## src/rtl/flot_add_pipe_if.sv

```systemverilog
// Operand/result bus for the pipelined floating-point adder.
// Valid/ready: a beat moves on a rising edge only when its valid and ready are
// both high; the source keeps payload and valid stable until that edge, and
// ready may depend on valid in the same cycle but never the other way round.
interface flot_add_pipe_if #(
    parameter int EXP_W = 3,
    parameter int MAN_W = 4
);
    localparam int W = 1 + EXP_W + MAN_W;

    logic         in_valid;
    logic         in_ready;
    logic [W-1:0] a;
    logic [W-1:0] b;
    logic         rnd;
    logic         out_valid;
    logic         out_ready;
    logic [W-1:0] out;
    logic         ovf;
    logic         zero;

    // Adder side
    modport slave (
        input  in_valid, a, b, rnd, out_ready,
        output in_ready, out_valid, out, ovf, zero
    );

    // Producer/consumer side
    modport master (
        output in_valid, a, b, rnd, out_ready,
        input  in_ready, out_valid, out, ovf, zero
    );
endinterface

```

## src/rtl/flot_add_pipe.sv

```systemverilog
// Three-stage sign-magnitude floating-point adder with truncate or
// round-to-nearest-even, denormal support and saturation on overflow.
// S1 orders and aligns, S2 adds/subtracts, S3 normalises, rounds, saturates.
// The whole pipeline moves as one: it advances when the output slot is empty
// or being drained, so bubbles stay where they are.
module flot_add_pipe #(
    parameter int EXP_W = 3,
    parameter int MAN_W = 4
) (
    input  logic           clk,
    input  logic           rst_n,
    flot_add_pipe_if.slave bus
);
    localparam int W    = 1 + EXP_W + MAN_W;
    localparam int F    = MAN_W + 4;          // {hidden, man, G, R, S}
    localparam int XW   = EXP_W + 2;          // headroom for carry and round-up
    localparam int EMAX = (1 << EXP_W) - 1;

    logic advance;
    assign advance      = !bus.out_valid | bus.out_ready;
    assign bus.in_ready = advance;

    // ------------------------------------------------------------------ S1
    logic             sa, sb;
    logic [EXP_W-1:0] ea, eb;
    logic [MAN_W-1:0] fa, fb;
    assign {sa, ea, fa} = bus.a;
    assign {sb, eb, fb} = bus.b;

    logic [EXP_W-1:0] ea_eff, eb_eff, big_e, sm_e, diff, sh1;
    logic [MAN_W:0]   ma, mb, big_m, sm_m;
    logic             a_ge_b, big_s, collapse;
    logic [F-1:0]     sm_f;
    logic [2*F-2:0]   wide;
    logic [F-1:0]     s1_big_d, s1_small_d;
    logic             s1_sign_d, s1_sub_d;

    // Unpack, put the larger magnitude first, align the smaller into G/R/S.
    always_comb begin
        ea_eff   = (ea == '0) ? EXP_W'(1) : ea;
        eb_eff   = (eb == '0) ? EXP_W'(1) : eb;
        ma       = {ea != '0, fa};
        mb       = {eb != '0, fb};
        a_ge_b   = {ea_eff, ma} >= {eb_eff, mb};
        big_e    = a_ge_b ? ea_eff : eb_eff;
        big_m    = a_ge_b ? ma : mb;
        big_s    = a_ge_b ? sa : sb;
        sm_e     = a_ge_b ? eb_eff : ea_eff;
        sm_m     = a_ge_b ? mb : ma;
        diff     = big_e - sm_e;
        // Shifts this far leave nothing but sticky, so the shifter never
        // sees an amount wider than the field.
        collapse = int'(diff) >= F - 1;
        sh1      = collapse ? '0 : diff;
        sm_f     = {sm_m, 3'b000};
        wide     = {sm_f, {(F-1){1'b0}}} >> sh1;
        if (collapse) begin
            s1_small_d = {{(F-1){1'b0}}, |sm_m};
        end else begin
            s1_small_d = {wide[2*F-2:F], wide[F-1] | (|wide[F-2:0])};
        end
        s1_big_d  = {big_m, 3'b000};
        s1_sign_d = big_s;
        s1_sub_d  = sa ^ sb;
    end

    logic             s1_valid_q, s1_sign_q, s1_sub_q, s1_rnd_q;
    logic [EXP_W-1:0] s1_exp_q;
    logic [F-1:0]     s1_big_q, s1_small_q;

    // ------------------------------------------------------------------ S2
    logic [F:0] s2_sum_d;

    // Larger minus smaller never goes negative, so one extra bit holds carry.
    always_comb begin
        if (s1_sub_q) s2_sum_d = {1'b0, s1_big_q} - {1'b0, s1_small_q};
        else          s2_sum_d = {1'b0, s1_big_q} + {1'b0, s1_small_q};
    end

    logic             s2_valid_q, s2_sign_q, s2_rnd_q;
    logic [EXP_W-1:0] s2_exp_q;
    logic [F:0]       s2_sum_q;

    // ------------------------------------------------------------------ S3
    function automatic int clz(input logic [F-1:0] v);
        int n;
        n = F;
        for (int i = 0; i < F; i++) begin
            if (v[i]) n = F - 1 - i;
        end
        return n;
    endfunction

    logic [XW-1:0]    e3;
    logic [F-1:0]     f3;
    int               lz3, sh3;
    logic [MAN_W:0]   man3, mann3;
    logic [MAN_W+1:0] manr3;
    logic             inc3, ovf3, zero3;
    logic [W-1:0]     out3;

    // Normalise (right on carry, left down to exponent 1), round, saturate.
    always_comb begin
        e3  = {2'b00, s2_exp_q};
        f3  = s2_sum_q[F-1:0];
        lz3 = 0;
        sh3 = 0;
        if (s2_sum_q[F]) begin
            f3 = {s2_sum_q[F:2], s2_sum_q[1] | s2_sum_q[0]};
            e3 = e3 + XW'(1);
        end else begin
            lz3 = clz(f3);
            sh3 = (lz3 < int'(e3) - 1) ? lz3 : int'(e3) - 1;
            f3  = f3 << sh3;
            e3  = e3 - XW'(sh3);
        end
        man3  = f3[F-1:3];
        inc3  = s2_rnd_q & f3[2] & (f3[1] | f3[0] | man3[0]);
        manr3 = {1'b0, man3} + {{(MAN_W+1){1'b0}}, inc3};
        if (manr3[MAN_W+1]) begin
            mann3 = manr3[MAN_W+1:1];
            e3    = e3 + XW'(1);
        end else begin
            mann3 = manr3[MAN_W:0];
        end
        ovf3  = e3 > XW'(EMAX);
        zero3 = !ovf3 && (mann3 == '0);
        if (ovf3) begin
            out3 = {s2_sign_q, {EXP_W{1'b1}}, {MAN_W{1'b1}}};
        end else if (zero3) begin
            out3 = '0;
        end else begin
            // A hidden bit of 0 can only remain at exponent 1: encode denormal.
            out3 = {s2_sign_q, mann3[MAN_W] ? e3[EXP_W-1:0] : {EXP_W{1'b0}},
                    mann3[MAN_W-1:0]};
        end
    end

    logic         out_valid_q, ovf_q, zero_q;
    logic [W-1:0] out_q;

    // Stage valid bits and the output register; reset drops everything in flight.
    always_ff @(posedge clk or negedge rst_n) begin
        if (!rst_n) begin
            s1_valid_q  <= 1'b0;
            s2_valid_q  <= 1'b0;
            out_valid_q <= 1'b0;
            out_q       <= '0;
            ovf_q       <= 1'b0;
            zero_q      <= 1'b0;
        end else if (advance) begin
            s1_valid_q  <= bus.in_valid;
            s2_valid_q  <= s1_valid_q;
            out_valid_q <= s2_valid_q;
            if (s2_valid_q) begin
                out_q  <= out3;
                ovf_q  <= ovf3;
                zero_q <= zero3;
            end
        end
    end

    // Data path registers; only meaningful alongside their valid bit.
    always_ff @(posedge clk) begin
        if (advance) begin
            s1_sign_q  <= s1_sign_d;
            s1_sub_q   <= s1_sub_d;
            s1_rnd_q   <= bus.rnd;
            s1_exp_q   <= big_e;
            s1_big_q   <= s1_big_d;
            s1_small_q <= s1_small_d;
            s2_sign_q  <= s1_sign_q;
            s2_rnd_q   <= s1_rnd_q;
            s2_exp_q   <= s1_exp_q;
            s2_sum_q   <= s2_sum_d;
        end
    end

    assign bus.out_valid = out_valid_q;
    assign bus.out       = out_q;
    assign bus.ovf       = ovf_q;
    assign bus.zero      = zero_q;
endmodule

```

## src/flat_wrapper.sv

```systemverilog
// flat-port wrapper written by rule: the top's interface ports become plain ports
module flot_add_pipe_flat 
#(
    parameter int EXP_W = 3,
    parameter int MAN_W = 4
)
  (clk, rst_n, bus_in_valid, bus_a, bus_b, bus_rnd, bus_out_ready, bus_in_ready, bus_out_valid, bus_out, bus_ovf, bus_zero);
  flot_add_pipe_if #(.EXP_W(EXP_W), .MAN_W(MAN_W)) bus_i ();
  input  logic clk;
  input  logic rst_n;
  input wire logic [$bits(bus_i.in_valid)-1:0] bus_in_valid;
  input wire logic [$bits(bus_i.a)-1:0] bus_a;
  input wire logic [$bits(bus_i.b)-1:0] bus_b;
  input wire logic [$bits(bus_i.rnd)-1:0] bus_rnd;
  input wire logic [$bits(bus_i.out_ready)-1:0] bus_out_ready;
  output wire logic [$bits(bus_i.in_ready)-1:0] bus_in_ready;
  output wire logic [$bits(bus_i.out_valid)-1:0] bus_out_valid;
  output wire logic [$bits(bus_i.out)-1:0] bus_out;
  output wire logic [$bits(bus_i.ovf)-1:0] bus_ovf;
  output wire logic [$bits(bus_i.zero)-1:0] bus_zero;
  assign bus_i.in_valid = bus_in_valid;
  assign bus_i.a = bus_a;
  assign bus_i.b = bus_b;
  assign bus_i.rnd = bus_rnd;
  assign bus_i.out_ready = bus_out_ready;
  assign bus_in_ready = bus_i.in_ready;
  assign bus_out_valid = bus_i.out_valid;
  assign bus_out = bus_i.out;
  assign bus_ovf = bus_i.ovf;
  assign bus_zero = bus_i.zero;
  flot_add_pipe #(.EXP_W(EXP_W), .MAN_W(MAN_W)) u_core (.clk(clk), .rst_n(rst_n), .bus(bus_i));
endmodule
```

## config.mk

```make
export PLATFORM = sky130hd
export DESIGN_NAME = flot_add_pipe_flat
export DESIGN_NICKNAME = d
export VERILOG_FILES = /design/src/rtl/flot_add_pipe_if.sv /design/src/rtl/flot_add_pipe.sv /design/src/flat_wrapper.sv
export SDC_FILE = /design/constraint.sdc
export NUM_CORES = 1
export LEC_CHECK = 0
export CORE_AREA = 2 2 87 89
export DETAILED_ROUTE_END_ITERATION = 16
export DIE_AREA = 0 0 89 91
export HOLD_SLACK_MARGIN = 0.02
export PLACE_DENSITY_LB_ADDON = 0.1
export SLEW_MARGIN = 5
export SYNTH_ARGS = -nofsm -noshare
export SYNTH_HDL_FRONTEND = slang
export SYNTH_SLANG_ARGS = --single-unit
```

## constraint.sdc

```tcl
create_clock -name clk -period 5.06 [get_ports clk]
set_clock_uncertainty 0.2 [all_clocks]
set_input_delay 1.518 -clock clk [delete_from_list [all_inputs] [get_ports clk]]
set_output_delay 1.518 -clock clk [all_outputs]
set_load 0.05 [all_outputs]
```

=== Word-level counts from Yosys, hierarchy flattened ===
Index checks and enable logic that the tools add are counted.

* Output and inout bits: 12
* Logic and storage cells: 77
* Bits of input ports: 21
* Register bits after elaboration: 46

* Muxes and demuxes: 27
* $lt $le $gt $ge: 4
* Bitwise gates (word level): 8
* Add/sub/neg operators: 8
* Reductions and logical operators: 11
* Shifts and indexed selects: 2

{| class="wikitable"
|+ Operator list
! cell !! count
|-
| $mux 32 || 2
|-
| $lt 32x32->1 || 1
|-
| $mux 4 || 8
|-
| $shl 8x32->8 || 1
|-
| $mux 5 || 5
|-
| $mux 8 || 3
|-
| $mux 3 || 6
|-
| $shr 15x3->15 || 1
|-
| $add 8x8->9 || 1
|-
| $mux 9 || 1
|-
| $sub 8x8->9 || 1
|-
| $ge 8x8->1 || 1
|-
| $reduce_or 7->1 || 1
|-
| $add 5x1->6 || 1
|-
| $logic_not 3->1 || 2
|-
| $reduce_bool 3->1 || 2
|-
| $add 5x1->5 const B || 1
|-
| $gt 5x3->1 const B || 1
|-
| $logic_not 5->1 || 1
|-
| $or 1x1->1 || 5
|-
| $reduce_or 5->1 || 1
|-
| $sub 3x5->5 || 1
|-
| $add 3x1->4 const B || 1
|-
| $sub 3x1->4 const B || 1
|-
| other kinds (8) || 11
|}

=== Depth between registers and ports, before layout ===
Gate-level depths: netlist of run 1.

* Word-level depth: 23
* Depth in mapped cells: 22
* Depth with buffers taken out: 21

=== Worst setup path before layout of run 1 ===
No wires, ideal clock.

* Path kind: input port to flip-flop
* Start: in bus_a[5]
* End: reg u_core.s1_small_q[0], data pin
* Stages: 18
* Slack: -1.356 ns
* Arrival time: 5.942 ns
* Path buffers: 5
* Data required time: 4.585 ns
* Setup time: 0.275 ns
* Cell sequence: clkbuf_1 -> o21bai_1 -> ha_1 -> clkbuf_1 -> a2111oi_0 -> o21ai_0 -> nand2_1 -> buf_1 -> clkbuf_1 -> and3_1 -> nor2_1 -> ha_1 -> clkbuf_1 -> clkinv_1 -> o21ai_0 -> mux4_2 -> o31ai_1 -> o221ai_1

* Cells in the longest elaborated chain, start to end: 11
* Elaborated cells on any way between the ends: 15
* Classes of those cells: 1 x add/sub; 2 x order compare; 1 x shift; 6 x mux; 1 x bitwise; 4 x reduce/logical

{| class="wikitable"
|+ RTL lines
! element !! RTL line !! source
|-
| from (decl) || flat_wrapper.sv:12 || <nowiki>input wire logic [$bits(bus_i.a)-1:0] bus_a;</nowiki>
|-
| $logic_not 3->1 || flot_add_pipe.sv:40 || <nowiki>ea_eff = (ea == '0) ? EXP_W'(1) : ea;</nowiki>
|-
| $mux 3 || flot_add_pipe.sv:40 ||
|-
| $ge 8x8->1 || flot_add_pipe.sv:44 || <nowiki>a_ge_b = {ea_eff, ma} >= {eb_eff, mb};</nowiki>
|-
| $mux 3 (on tied branches) || flot_add_pipe.sv:45, flot_add_pipe.sv:48 ||
|-
| $sub 3x3->3 || flot_add_pipe.sv:50 || <nowiki>diff = big_e - sm_e;</nowiki>
|-
| $ge 3x3->1 || flot_add_pipe.sv:53 || <nowiki>collapse = int'(diff) >= F - 1;</nowiki>
|-
| $mux 3 || flot_add_pipe.sv:54 || <nowiki>sh1 = collapse ? '0 : diff;</nowiki>
|-
| $shr 15x3->15 || flot_add_pipe.sv:56 || <nowiki>wide = {sm_f, {(F-1){1'b0}}} >> sh1;</nowiki>
|-
| $reduce_or 7->1 || flot_add_pipe.sv:60 || <nowiki>s1_small_d = {wide[2*F-2:F], wide[F-1] | (|wide[F-2:0])};</nowiki>
|-
| $or 1x1->1 || flot_add_pipe.sv:60 ||
|-
| $mux 1 * || flot_add_pipe.sv:57 || <nowiki>if (collapse) begin</nowiki>
|-
| net u_core.s1_small_d[0] || flot_add_pipe.sv:35 || <nowiki>logic [F-1:0] s1_big_d, s1_small_d;</nowiki>
|-
| to (signal assigned) || flot_add_pipe.sv:171 || <nowiki>s1_small_q <= s1_small_d;</nowiki>
|-
| to (decl) || flot_add_pipe.sv:69 || <nowiki>logic [F-1:0] s1_big_q, s1_small_q;</nowiki>
|}

Mark *: on every way through the listed nets, which the timed path passes. The rest lies on a longest branch.
A chain may end at the register's enable or synchronous reset.

=== Final worst setup path of run 1 ===
* Start: in bus_b[2]
* End: reg u_core.s1_small_q[0], data pin

* Cells in the longest elaborated chain, start to end: 9
* Elaborated cells on any way between the ends: 12
* Classes of those cells: 1 x add/sub; 2 x order compare; 1 x shift; 5 x mux; 1 x bitwise; 2 x reduce/logical

{| class="wikitable"
|+ RTL lines
! element !! RTL line !! source
|-
| from (decl) || flat_wrapper.sv:13 || <nowiki>input wire logic [$bits(bus_i.b)-1:0] bus_b;</nowiki>
|-
| $ge 8x8->1 || flot_add_pipe.sv:44 ||
|-
| $mux 3 (on tied branches) || flot_add_pipe.sv:45, flot_add_pipe.sv:48 ||
|-
| $sub 3x3->3 || flot_add_pipe.sv:50 ||
|-
| $ge 3x3->1 || flot_add_pipe.sv:53 ||
|-
| $mux 3 || flot_add_pipe.sv:54 ||
|-
| $shr 15x3->15 || flot_add_pipe.sv:56 ||
|-
| $reduce_or 7->1 || flot_add_pipe.sv:60 ||
|-
| $or 1x1->1 || flot_add_pipe.sv:60 ||
|-
| $mux 1 * || flot_add_pipe.sv:57 ||
|-
| net u_core.s1_small_d[0] || flot_add_pipe.sv:35 ||
|}

Marks and branches as above.

==> results of run 1 <==
## cell usage in the layout, fill, tap and decap left out, drive strengths merged, types with 16 or more instances in the layout
master / instances
inv: 31
nand2: 27
o21ai: 21
buf: 55
mux2i: 20
a21oi: 37
ha: 30
mux2: 16
clkdlybuf4s50: 21
edfxtp: 33
nor2: 43
## stage by stage
stage / total power, mW / util (%) / setup TNS (ns) / area (um2)
2_1_floorplan: 1.95 / - / -0.623 / 3960
3_3_place_gp: 2.42 / 65.5 / -1.98 / 4680
3_5_place_dp: 2.45 / 65.5 / -2.88 / 4680
4_1_cts: 2.73 / 67.5 / 0 / 4820
5_1_grt: 2.98 / 68.5 / -0.0110 / 4890
6_report: 2.74 / 68.5 / 0 / 4890
## kinds of logic (layout without fill, tap and decap cells)
logic type	count (synthesis)	count (layout)
compound gates	105	105
xor+xnor	15	15
fa+ha+maj	33	33
buf+inv	45	125
flops	46	46
mux	38	38
simple gates	134	134
## worst max-delay path by stage
| stage | end | slack (ns) | cells after the start |
|---|---|---|---|
| floorplan | u_core.s1_small_q[0]$_DFFE_PN_ | -0.23 | 20 |
| global placement | u_core.s1_small_q[0]$_DFFE_PN_ | -0.36 | 20 |
| detailed placement | u_core.s1_small_q[0]$_DFFE_PN_ | -0.52 | 21 |
| CTS | u_core.s1_small_q[0]$_DFFE_PN_ | 0.001 | 18 |
| global route | u_core.s1_small_q[0]$_DFFE_PN_ | -0.01 | 21 |
| finish | u_core.s1_small_q[0]$_DFFE_PN_ | 0.22 | 19 |
## critical path, delay by kind of cell
kind                     cells  cell delay, ns
multiplexers                 1            0.32
buffers and inverters        3            0.67
AND/OR/NAND/NOR              6            0.71
AO/OA/AOI/OAI                7            0.93
adder cells (fa/ha/maj)      2            0.51
## power by group through the flow
stage,sequential (mW),clock [mW],combinational [mW]
after detailed placement,0.686,0,1.76
after global placement,0.682,0,1.74
final,0.678,0.269,1.79
after floorplan,0.778,0,1.17
after global routing,0.697,0.294,1.99
after CTS,0.677,0.276,1.78
## flip-flops by register name, summed over array words and instances, names as in the netlist
register	cells
u_core.s1_small_q	8
u_core.s1_rnd_q	1
u_core.bus.ovf	1
u_core.s1_sub_q	1
u_core.bus.out_valid	1
u_core.s2_sum_q	9
u_core.s1_exp_q	3
u_core.s2_sign_q	1
u_core.s2_exp_q	3
u_core.s2_valid_q	1
u_core.s1_big_q	5
u_core.bus.zero	1
u_core.s1_sign_q	1
u_core.s2_rnd_q	1
u_core.bus.out	8
u_core.s1_valid_q	1
## layout make-up
type | instances | share of cell area [%]
tap | 99 | 2.53
clock inverter | 3 | 0.895
sequential | 46 | 26.9
clock buffer | 5 | 1.41
multi-input combinational | 325 | 50.3
inverter | 31 | 2.40
timing repair buffer | 86 | 15.5
## per-layer routing
metal	global-route usage [%]	routed length (um)	vias up
li1	-	-	1683
met1	26.2	3700	1521
met2	39.3	4370	47
met3	2.27	161	8
met4	5.35	84	0
met5	0	0	-
## timing repair
action	CTS	global route
endpoints found under the setup margin	6	14
gates resized for setup	5	20
setup buffers	2	3
pin swaps	10	14
==> results_tabular.tex, run 1 <==
\begin{tabular}{lr}
\hline
Metric & Value \\
\hline
\multicolumn{2}{l}{\textbf{Run status}} \\
Outcome & finished, final reports clean \\
\multicolumn{2}{l}{\textbf{Placed design}} \\
Port Buffer Count & 32 \\
Post-placement setup slack & -0.516 ns \\
Detailed Place HPWL & 6.77 mm \\
Final Wtd Congestion & 0.938 \\
Cell count after placement & 582 \\
\multicolumn{2}{l}{\textbf{Finish}} \\
N\_diodes & 0 \\
Area growth from synthesis to layout & 28.2\% \\
Area of the multi-input gates & 0.00246 mm2 \\
Non-Filler Instances & 595 \\
Fraction of final layout cells sized beyond drive strength 1 & 22.6\% \\
Register cell area after layout & 0.00132 mm2 \\
Filler Cell Count & 579 \\
Number of nets in the layout & 548 \\
\multicolumn{2}{l}{\textbf{CTS}} \\
Buffer levels on the longest clock path & 2 \\
Clock tree from TritonCTS & yes \\
Clk root buf & sky130\_fd\_sc\_hd\_\_clkbuf\_8 \\
H-Tree Depth & 2 \\
Number of clock sinks seen by CTS & 46 \\
Worst-Skew Late Latency & 0.29 ns \\
CTS hold repair buffers & 0 \\
Cts bufs inserted & 5 \\
Worst-path clk slew & 0.09 ns \\
\multicolumn{2}{l}{\textbf{Power and ir drop}} \\
Sw power & 1.24 mW \\
Leak Pwr & 2.17 nW \\
Clock network fraction of total power & 9.8\% \\
Part of the power in combinational logic & 65.5\% \\
Maximum VDD drop & 0.212 mV \\
Areal power density over the cells & 561 mW/mm2 \\
Cell-internal power & 1.50 mW \\
Share of total power in sequential cells & 24.7\% \\
Switching part of the total power & 45.1\% \\
\multicolumn{2}{l}{\textbf{Logic synthesis}} \\
Cell area after technology mapping & 0.00382 mm2 \\
Area fraction in compound gates after synthesis & 17.3\% \\
Area share of the largest cell type after synthesis & 26.0\% \\
Yosys top cell by area & sky130\_fd\_sc\_hd\_\_edfxtp\_1 \\
Dominant cells by area after synthesis & sky130\_fd\_sc\_hd\_\_edfxtp\_1 26\%, sky130\_fd\_sc\_hd\_\_ha\_1 9.8\%, sky130\_fd\_sc\_hd\_\_dfrtp\_1 8.5\% \\
Async SR Flop Fraction & 28.3\% \\
Average footprint of a synthesized cell & 9.17 um2 \\
Synth cell count leaders & 43 x sky130\_fd\_sc\_hd\_\_nor2\_1, 37 x sky130\_fd\_sc\_hd\_\_a21oi\_1, 33 x sky130\_fd\_sc\_hd\_\_edfxtp\_1 \\
Number of enable flip-flop cells after synthesis & 33 \\
Post-synthesis share of cell area spent on xor and xnor gates & 3.44\% \\
Most frequently used cell type in the post-synthesis netlist & sky130\_fd\_sc\_hd\_\_nor2\_1 \\
Arithmetic-cell share of the synthesized area counting full adders, half adders and majority gates & 11.1\% \\
Flop and latch count out of synthesis & 46 \\
Cells after Synth & 416 \\
Yosys warns & 0 \\
Synth Net Count & 469 \\
Sequential element share of the synthesized area & 34.5\% \\
Largest family of logic cells by synthesized area & simple AND/OR/NAND/NOR gates \\
Count of different cell masters after synthesis & 63 \\
Simple-gate portion of the synthesized area & 17.8\% \\
Synth Flop Type & sky130\_fd\_sc\_hd\_\_edfxtp\_1 \\
Multiplexer fraction of the synthesized cell area & 11.1\% \\
\multicolumn{2}{l}{\textbf{Timing}} \\
Fmax & 207 MHz \\
Max transition margin & 58.2\% \\
Max Slew Vio Count & 0 \\
Period minus WS final & 4.84 ns \\
Finish-stage setup viols & 0 \\
Transition time at the pin with the least slew margin & 0.624 ns \\
Share of the clock period used by the worst path after layout & 95.7\% \\
Hold Violations, Final & 0 \\
Worst setup slack after layout & 0.218 ns \\
Smallest hold slack & 0.227 ns \\
\multicolumn{2}{l}{\textbf{Floorplanning}} \\
Width of the chip & 89 um \\
Core Box Area & 0.00714 mm2 \\
Effective utilization at floorplan & 53.5\% \\
Number of cell rows & 31 \\
Die area & 0.00810 mm2 \\
Die extent in y & 91 um \\
\# IOs & 33 \\
\multicolumn{2}{l}{\textbf{Worst setup path}} \\
Critical Path Sink Type & flop \\
Cells along the critical path & clkdlybuf4s50\_1 > inv\_1 > ha\_1 > a21o\_1 > a21oi\_2 > o21ai\_2 > nand2\_2 > and3\_4 > nor2\_1 > ha\_2 > nor3b\_2 > o21ai\_1 > o311ai\_2 > nor3\_2 > o21ai\_2 > buf\_4 > mux4\_2 > nand2b\_1 > o221ai\_1 \\
Worst reg2reg startpoint & u\_core.s2\_sum\_q[2]\$\_DFFE\_PN\_ \\
Cell type of the slowest stage on the worst timing path & sky130\_fd\_sc\_hd\_\_clkdlybuf4s50\_1 \\
Reg2Reg Capture Point & u\_core.bus.zero\$\_DFFE\_PN0P\_ \\
Largest driver fanout on the critical path & 5 \\
Minimum setup slack among reg-to-reg paths & 0.34 ns \\
Critical Path RT & 4.89 ns \\
Register-to-Register Path Depth & 16 \\
Worst path most repeated cell & sky130\_fd\_sc\_hd\_\_o21ai\_2 \\
Biggest cell delay along the critical path & 0.47 ns \\
Worst EP arrival & 4.68 ns \\
Beginning of the critical path & bus\_b[2] \\
Category of the most critical setup path & in -> reg \\
Critical path launch point type & input pin \\
\multicolumn{2}{l}{\textbf{Hold path}} \\
Launch instance of the worst min-delay path & u\_core.s1\_sign\_q\$\_DFFE\_PN\_ \\
Class of the tightest hold or removal check & reg -> reg \\
Cell count of the worst hold path & 0 \\
Terminating pin of the worst hold path & u\_core.s2\_sign\_q\$\_DFFE\_PN\_ \\
\multicolumn{2}{l}{\textbf{Global routing}} \\
Overall Global Routing Usage & 21.4\% \\
Number of antenna violations at the first check in global routing & 0 \\
Via count of the first global-routing pass & 3197 \\
Maximum number of pins on one net before global-route repair & 38 \\
Wire length of the first global-routing pass & 14.1 mm \\
GR Overflow Total & 0 \\
\multicolumn{2}{l}{\textbf{Detailed routing}} \\
Routed wire length per instance & 14.0 um \\
Number of nets still failing antenna checks after routing & 0 \\
Drt first-iter violations & 133 \\
Drt pass-1 iters & 4 \\
Vias per std cell & 5.48 \\
Vias & 3259 \\
Residual DRC & 0 \\
DRT Wirelength & 8.31 mm \\
\multicolumn{2}{l}{\textbf{Job}} \\
Count of max-cap constraint violations & 0 \\
\hline
\end{tabular}
(Power assumes the default switching activity.)
==> run 2: changes to the inputs <==
--- a/config.mk
+++ b/config.mk
@@ -10,6 +10,7 @@
 export DIE_AREA = 0 0 89 91
 export HOLD_SLACK_MARGIN = 0.02
 export PLACE_DENSITY_LB_ADDON = 0.1
+export RECOVER_POWER = 50
 export SLEW_MARGIN = 5
 export SYNTH_ARGS = -nofsm -noshare
 export SYNTH_HDL_FRONTEND = slang
==> run 2 against run 1 <==
- the run now ends with capacitance limit, slew limit left
- core utilization decreased by 0.088 points
- routed wire length decreased by 0.13%
- sequential power barely moved
- cell area shrank 0.13%
- die area stayed put
- count of clock-buffer cells in the layout stayed put
- clock power barely moved
- register-to-register slack hardly changed
- largest cell class unchanged
- largest power group unchanged
- highest routed layer unchanged
==> results_tabular.tex, run 2 (synthesis results as in run 1) <==
\begin{tabular}{lr}
\hline
Metric & Value \\
\hline
\multicolumn{2}{l}{\textbf{Power and ir drop}} \\
Total power draw & 2.74 mW \\
Cell-internal power & 1.50 mW \\
Leak Pwr & 2.16 nW \\
Areal power density over the cells & 562 mW/mm2 \\
Part of the power in combinational logic & 65.4\% \\
Maximum VDD drop & 0.209 mV \\
Share of total power in sequential cells & 24.8\% \\
Switching part of the total power & 45.2\% \\
Clock network fraction of total power & 9.8\% \\
Sw power & 1.24 mW \\
\multicolumn{2}{l}{\textbf{Finish}} \\
N\_diodes & 0 \\
Filler Cell Count & 580 \\
Leading cell type in the layout, fill and taps excluded & sky130\_fd\_sc\_hd\_\_buf\_4 \\
Biggest register & u\_core.s2\_sum\_q \\
Share of the core filled with cells & 68.4\% \\
Register cell area after layout & 0.00132 mm2 \\
Number of nets in the layout & 548 \\
Area of the multi-input gates & 0.00246 mm2 \\
Most used cells in the layout excluding fill and tap cells & 53 x sky130\_fd\_sc\_hd\_\_buf\_4, 43 x sky130\_fd\_sc\_hd\_\_nor2\_1, 35 x sky130\_fd\_sc\_hd\_\_a21oi\_1 \\
Fraction of final layout cells sized beyond drive strength 1 & 22.2\% \\
Max reg flops & 9 \\
Post-route cell area & 0.00488 mm2 \\
Non-Filler Instances & 595 \\
Area growth from synthesis to layout & 28.0\% \\
\multicolumn{2}{l}{\textbf{Detailed routing}} \\
Number of nets still failing antenna checks after routing & 0 \\
DRT Wirelength & 8.30 mm \\
Routed wire length per instance & 14.0 um \\
Vias per std cell & 5.49 \\
Vias & 3268 \\
Drt first-iter violations & 130 \\
Drt pass-1 iters & 4 \\
Residual DRC & 0 \\
\multicolumn{2}{l}{\textbf{Floorplanning}} \\
Die extent in y & 91 um \\
Die area & 0.00810 mm2 \\
Effective utilization at floorplan & 53.5\% \\
Core Box Area & 0.00714 mm2 \\
Width of the chip & 89 um \\
Number of cell rows & 31 \\
\# IOs & 33 \\
\multicolumn{2}{l}{\textbf{Worst setup path}} \\
Cells along the critical path & clkdlybuf4s50\_1 > inv\_1 > ha\_1 > a21o\_1 > a21oi\_2 > o21ai\_2 > nand2\_2 > and3\_4 > nor2\_1 > ha\_2 > nor3b\_2 > o21ai\_1 > o311ai\_2 > nor3\_2 > o21ai\_2 > buf\_4 > mux4\_2 > nand2b\_1 > o221ai\_1 \\
Critical Path Sink Type & flop \\
Critical path launch point type & input pin \\
Worst EP arrival & 4.68 ns \\
Cell family with the largest share of critical-path delay & compound AO/OA/AOI/OAI gates \\
Critical Path RT & 4.89 ns \\
Cell type of the slowest stage on the worst timing path & sky130\_fd\_sc\_hd\_\_clkdlybuf4s50\_1 \\
Largest driver fanout on the critical path & 5 \\
Category of the most critical setup path & in -> reg \\
Biggest cell delay along the critical path & 0.47 ns \\
Crit path buffers/inverters & 3 \\
Worst path most repeated cell & sky130\_fd\_sc\_hd\_\_o21ai\_2 \\
\multicolumn{2}{l}{\textbf{CTS}} \\
CTS hold repair buffers & 0 \\
Cts bufs inserted & 5 \\
Worst-Skew Late Latency & 0.29 ns \\
Number of clock sinks seen by CTS & 46 \\
Buffer levels on the longest clock path & 2 \\
Clk root buf & sky130\_fd\_sc\_hd\_\_clkbuf\_8 \\
H-Tree Depth & 2 \\
Worst-path clk slew & 0.09 ns \\
Clock tree from TritonCTS & yes \\
\multicolumn{2}{l}{\textbf{Placed design}} \\
Cell Area, Placed & 0.00468 mm2 \\
Detailed Place HPWL & 6.77 mm \\
Post-placement setup slack & -0.516 ns \\
Port Buffer Count & 32 \\
Final Wtd Congestion & 0.938 \\
Cell count after placement & 582 \\
\multicolumn{2}{l}{\textbf{Run status}} \\
Outcome & finished, violations left \\
Violated checks & capacitance limit, slew limit \\
\multicolumn{2}{l}{\textbf{Timing}} \\
Hold Violations, Final & 0 \\
Share of the clock period used by the worst path after layout & 95.7\% \\
Worst setup slack after layout & 0.218 ns \\
Fmax & 207 MHz \\
Finish-stage setup viols & 0 \\
Max transition margin & -22.0\% \\
Max Slew Vio Count & 38 \\
Period minus WS final & 4.84 ns \\
Transition time at the pin with the least slew margin & 1.83 ns \\
\multicolumn{2}{l}{\textbf{Global routing}} \\
Via count of the first global-routing pass & 3197 \\
Number of antenna violations at the first check in global routing & 0 \\
Maximum number of pins on one net before global-route repair & 38 \\
Wire length of the first global-routing pass & 14.1 mm \\
GR Overflow Total & 0 \\
Overall Global Routing Usage & 21.4\% \\
\multicolumn{2}{l}{\textbf{Hold path}} \\
Class of the tightest hold or removal check & reg -> reg \\
\multicolumn{2}{l}{\textbf{Job}} \\
Count of max-cap constraint violations & 1 \\
\hline
\end{tabular}
==> run 2: cell count changes in the layout (fill, tap and decap cells not counted), sizes merged <==
cell	before	now
buf	55	54
clkdlybuf4s50	21	17
dlygate4sd3	0	4
clkbuf	5	6
==> run 2: final timing paths <==
check / start / end / slack, ns / depth (start not counted)
setup / recovery: bus_b[2] / u_core.s1_small_q[0]$_DFFE_PN_ / 0.22 / 19
max in group asynchronous: rst_n / u_core.bus.out[3]$_DFFE_PN0P_ / 2.80 / 1
min in group asynchronous: rst_n / u_core.bus.ovf$_DFFE_PN0P_ / 1.47 / 1
hold / removal: u_core.s1_sign_q$_DFFE_PN_ / u_core.s2_sign_q$_DFFE_PN_ / 0.23 / 0
setup reg to reg: u_core.s2_sum_q[2]$_DFFE_PN_ / u_core.bus.zero$_DFFE_PN0P_ / 0.35 / 16
hold reg to reg: u_core.s1_sign_q$_DFFE_PN_ / u_core.s2_sign_q$_DFFE_PN_ / 0.23 / 0
==> run 2: layout make-up <==
type / count / share of cell area, %
Multi-Input combinational cell: 325 / 50.4
Tap cell: 99 / 2.54
Timing Repair Buffer: 86 / 15.4
Sequential cell: 46 / 26.9
Inverter: 31 / 2.41
Clock inverter: 3 / 0.897
Clock buffer: 5 / 1.41
==> run 2: power groups by stage <==
stage | logic (mW) | clock network (mW) | registers (mW)
after detailed placement | 1.76 | 0 | 0.686
after CTS | 1.78 | 0.276 | 0.677
after global routing | 1.99 | 0.294 | 0.699
after floorplan | 1.17 | 0 | 0.778
final | 1.79 | 0.270 | 0.680
after global placement | 1.74 | 0 | 0.682
==> run 2: what timing repair did <==
item	in CTS	in global routing
resized for setup	5	20
setup buffers	2	3
pin swaps	10	14
endpoints found under the setup margin	6	14
cloned	0	0
==> run 2: stage by stage <==
step / hold WS (ns) / TNS, ns
3_5_place_dp: 0.205 / -2.88
5_1_grt: 0.234 / -0.0110
2_1_floorplan: 0.200 / -0.623
6_report: 0.228 / 0
3_3_place_gp: 0.201 / -1.98
4_1_cts: 0.225 / 0
==> run 2: per-layer routing <==
| layer | share of wire [%] | track usage (%) | vias up | wire length (um) |
|---|---|---|---|---|
| met3 | 2.4 | 2.27 | 6 | 196 |
| met2 | 53 | 39.3 | 56 | 4400 |
| met5 | 0 | 0 | - | 0 |
| met4 | 0.92 | 5.35 | 0 | 76 |
| met1 | 44 | 26.2 | 1523 | 3640 |
| li1 | - | - | 1683 | - |
==> run 2: worst reg2reg max path, delay by kind of cell, from the launching register on <==
family / cells / cell delay, ns
fa+ha+maj: 4 / 1.34
mux: 1 / 0.31
compound gates: 7 / 1.10
simple gates: 4 / 1.21
flops: 1 / 0.46
==> run 3: changes to the inputs <==
--- a/config.mk
+++ b/config.mk
@@ -5,13 +5,12 @@
 export SDC_FILE = /design/constraint.sdc
 export NUM_CORES = 1
 export LEC_CHECK = 0
-export CORE_AREA = 2 2 87 89
+export CORE_AREA = 2 2 80 97
 export DETAILED_ROUTE_END_ITERATION = 16
-export DIE_AREA = 0 0 89 91
+export DIE_AREA = 0 0 82 99
 export HOLD_SLACK_MARGIN = 0.02
 export PLACE_DENSITY_LB_ADDON = 0.1
 export RECOVER_POWER = 50
-export SLEW_MARGIN = 5
 export SYNTH_ARGS = -nofsm -noshare
 export SYNTH_HDL_FRONTEND = slang
 export SYNTH_SLANG_ARGS = --single-unit
==> constraint.sdc (replaced) <==
create_clock -name clk -period 5.1 [get_ports clk]
set_clock_uncertainty 0.2 [all_clocks]
set_input_delay 1.53 -clock clk [delete_from_list [all_inputs] [get_ports clk]]
set_output_delay 1.53 -clock clk [all_outputs]
set_load 0.05 [all_outputs]
==> run 3 against run 2 <==
- the run still ends with capacitance limit, slew limit left
- sequential power is essentially flat
- sequential cell count is the same
- clock power shrank 11%
- die area grew 0.23%
- largest power group unchanged
==> results_tabular.tex, run 3 (synthesis results as in run 1) <==
\begin{tabular}{lr}
\hline
Metric & Value \\
\hline
\multicolumn{2}{l}{\textbf{Run status}} \\
Outcome & finished, violations left \\
Violated checks & capacitance limit, slew limit \\
\multicolumn{2}{l}{\textbf{Global routing}} \\
Via count of the first global-routing pass & 3375 \\
Overall Global Routing Usage & 22.9\% \\
Number of antenna violations at the first check in global routing & 0 \\
Wire length of the first global-routing pass & 14.7 mm \\
GR Overflow Total & 0 \\
Maximum number of pins on one net before global-route repair & 38 \\
\multicolumn{2}{l}{\textbf{Worst setup path}} \\
Largest driver fanout on the critical path & 5 \\
Capture point of the worst path & u\_core.s1\_small\_q[0]\$\_DFFE\_PN\_ \\
Worst reg2reg startpoint & u\_core.s2\_sum\_q[2]\$\_DFFE\_PN\_ \\
Minimum setup slack among reg-to-reg paths & 0.31 ns \\
Worst path most repeated cell & sky130\_fd\_sc\_hd\_\_o21ai\_2 \\
Cell type of the slowest stage on the worst timing path & sky130\_fd\_sc\_hd\_\_clkdlybuf4s50\_1 \\
Critical Path RT & 4.93 ns \\
Critical path launch point type & input pin \\
Register-to-Register Path Depth & 16 \\
Beginning of the critical path & bus\_a[2] \\
Critical Path Sink Type & flop \\
Reg2Reg Capture Point & u\_core.bus.zero\$\_DFFE\_PN0P\_ \\
Biggest cell delay along the critical path & 0.42 ns \\
Worst EP arrival & 4.64 ns \\
Category of the most critical setup path & in -> reg \\
Cells along the critical path & clkdlybuf4s50\_1 > ha\_1 > a21o\_1 > a21oi\_2 > o21ai\_2 > nand2\_2 > and3\_4 > nor2\_1 > ha\_2 > nor3b\_2 > o21ai\_1 > o311ai\_2 > nor3\_2 > o21ai\_2 > buf\_4 > mux4\_2 > nand2b\_1 > o221ai\_1 \\
\multicolumn{2}{l}{\textbf{Floorplanning}} \\
\# IOs & 33 \\
Die extent in y & 99 um \\
Number of cell rows & 34 \\
Die area & 0.00812 mm2 \\
Width of the chip & 82 um \\
Core Box Area & 0.00715 mm2 \\
Effective utilization at floorplan & 53.4\% \\
\multicolumn{2}{l}{\textbf{Timing}} \\
Fmax & 208 MHz \\
Max Slew Vio Count & 38 \\
Hold Violations, Final & 0 \\
Share of the clock period used by the worst path after layout & 94.2\% \\
Transition time at the pin with the least slew margin & 1.88 ns \\
Finish-stage setup viols & 0 \\
Setup repair after global routing missed its margin & no \\
Max transition margin & -25.4\% \\
Period minus WS final & 4.80 ns \\
Setup tns final & 0 ns \\
Smallest hold slack & 0.241 ns \\
\multicolumn{2}{l}{\textbf{Finish}} \\
N\_diodes & 0 \\
Area growth from synthesis to layout & 28.5\% \\
Leading cell type in the layout, fill and taps excluded & sky130\_fd\_sc\_hd\_\_buf\_4 \\
Fraction of final layout cells sized beyond drive strength 1 & 23.5\% \\
Max reg flops & 9 \\
Most used cells in the layout excluding fill and tap cells & 55 x sky130\_fd\_sc\_hd\_\_buf\_4, 43 x sky130\_fd\_sc\_hd\_\_nor2\_1, 33 x sky130\_fd\_sc\_hd\_\_a21oi\_1, 33 x sky130\_fd\_sc\_hd\_\_edfxtp\_1, 28 x sky130\_fd\_sc\_hd\_\_inv\_1 \\
Number of nets in the layout & 550 \\
Share of the core filled with cells & 68.6\% \\
Biggest register & u\_core.s2\_sum\_q \\
\multicolumn{2}{l}{\textbf{Detailed routing}} \\
Routed wire length per instance & 15.1 um \\
Number of nets still failing antenna checks after routing & 0 \\
Vias & 3441 \\
Residual DRC & 0 \\
Vias per std cell & 5.85 \\
Drt first-iter violations & 152 \\
Drt pass-1 iters & 6 \\
DRT Wirelength & 8.87 mm \\
\multicolumn{2}{l}{\textbf{Job}} \\
Count of max-cap constraint violations & 1 \\
\multicolumn{2}{l}{\textbf{Power and ir drop}} \\
Total power draw & 2.74 mW \\
Areal power density over the cells & 560 mW/mm2 \\
Maximum VDD drop & 0.309 mV \\
Leak Pwr & 2.19 nW \\
\multicolumn{2}{l}{\textbf{Hold path}} \\
Class of the tightest hold or removal check & reg -> reg \\
Launch instance of the worst min-delay path & u\_core.s1\_exp\_q[0]\$\_DFFE\_PN\_ \\
\multicolumn{2}{l}{\textbf{CTS}} \\
Clock tree from TritonCTS & yes \\
Worst-Skew Late Latency & 0.31 ns \\
Clk root buf & sky130\_fd\_sc\_hd\_\_clkbuf\_8 \\
Cts bufs inserted & 5 \\
Buffer levels on the longest clock path & 2 \\
CTS hold repair buffers & 0 \\
Number of clock sinks seen by CTS & 46 \\
Worst-path clk slew & 0.10 ns \\
H-Tree Depth & 2 \\
\multicolumn{2}{l}{\textbf{Placed design}} \\
Detailed Place HPWL & 7.01 mm \\
Port Buffer Count & 32 \\
Final Wtd Congestion & 0.974 \\
\hline
\end{tabular}
run 3: area by class of cell:
type                    instances  area, um2
clock inverters                 3       28.8
clock buffers                   5       68.8
fillers                       565       2240
inverters                      31        118
flip-flops and latches         46       1320
well taps                      90        113
multi-input cells             325       2480
repair buffers                 88        774
run 3: worst min path at each step:
stage,to,slack (ns),depth (start not counted)
finish,u_core.s2_exp_q[0]$_DFFE_PN_,0.24,0
global route,u_core.s2_exp_q[2]$_DFFE_PN_,0.25,0
CTS,u_core.s2_exp_q[0]$_DFFE_PN_,0.24,0
detailed placement,u_core.s2_exp_q[1]$_DFFE_PN_,0.22,0
global placement,u_core.s2_exp_q[0]$_DFFE_PN_,0.20,0
floorplan,u_core.s2_exp_q[0]$_DFFE_PN_,0.20,0
run 3: what timing repair did:
item | 4_1_cts | 5_1_grt
setup endpoints to repair | 6 | 15
pin swaps | 10 | 15
gates resized for setup | 2 | 27
setup buffers | 6 | 2
run 3: metal layers:
metal | track usage (%) | part of all wire, %
met4 | 9.74 | 3.0
met2 | 42.3 | 55
met3 | 3.02 | 2.9
met1 | 25.4 | 39
met5 | 0 | 0
run 3: worst max-delay path: cells and delay by family:
| family | cells | cell delay [ns] |
|---|---|---|
| adder cells (fa/ha/maj) | 2 | 0.54 |
| AO/OA/AOI/OAI | 7 | 0.88 |
| buffers and inverters | 2 | 0.57 |
| multiplexers | 1 | 0.33 |
| AND/OR/NAND/NOR | 6 | 0.79 |
run 3: per-stage QoR:
stage | instance area (um2) | worst slack, ns | std cells
final | 4900 | 0.295 | 588
after global routing | 4900 | 0.0417 | 588
after CTS | 4810 | 0.0157 | 586
after detailed placement | 4660 | -0.495 | 572
after global placement | 4660 | -0.349 | 572
after floorplan | 3960 | -0.202 | 416
run 3: power by group:
group          total (mW)  internal [mW]  switching (mW)  leakage [nW]
combinational        1.83          0.790            1.04          1.66
sequential          0.677          0.564           0.113         0.478
clock               0.239          0.103           0.137        0.0506
total                2.74           1.46            1.29          2.19
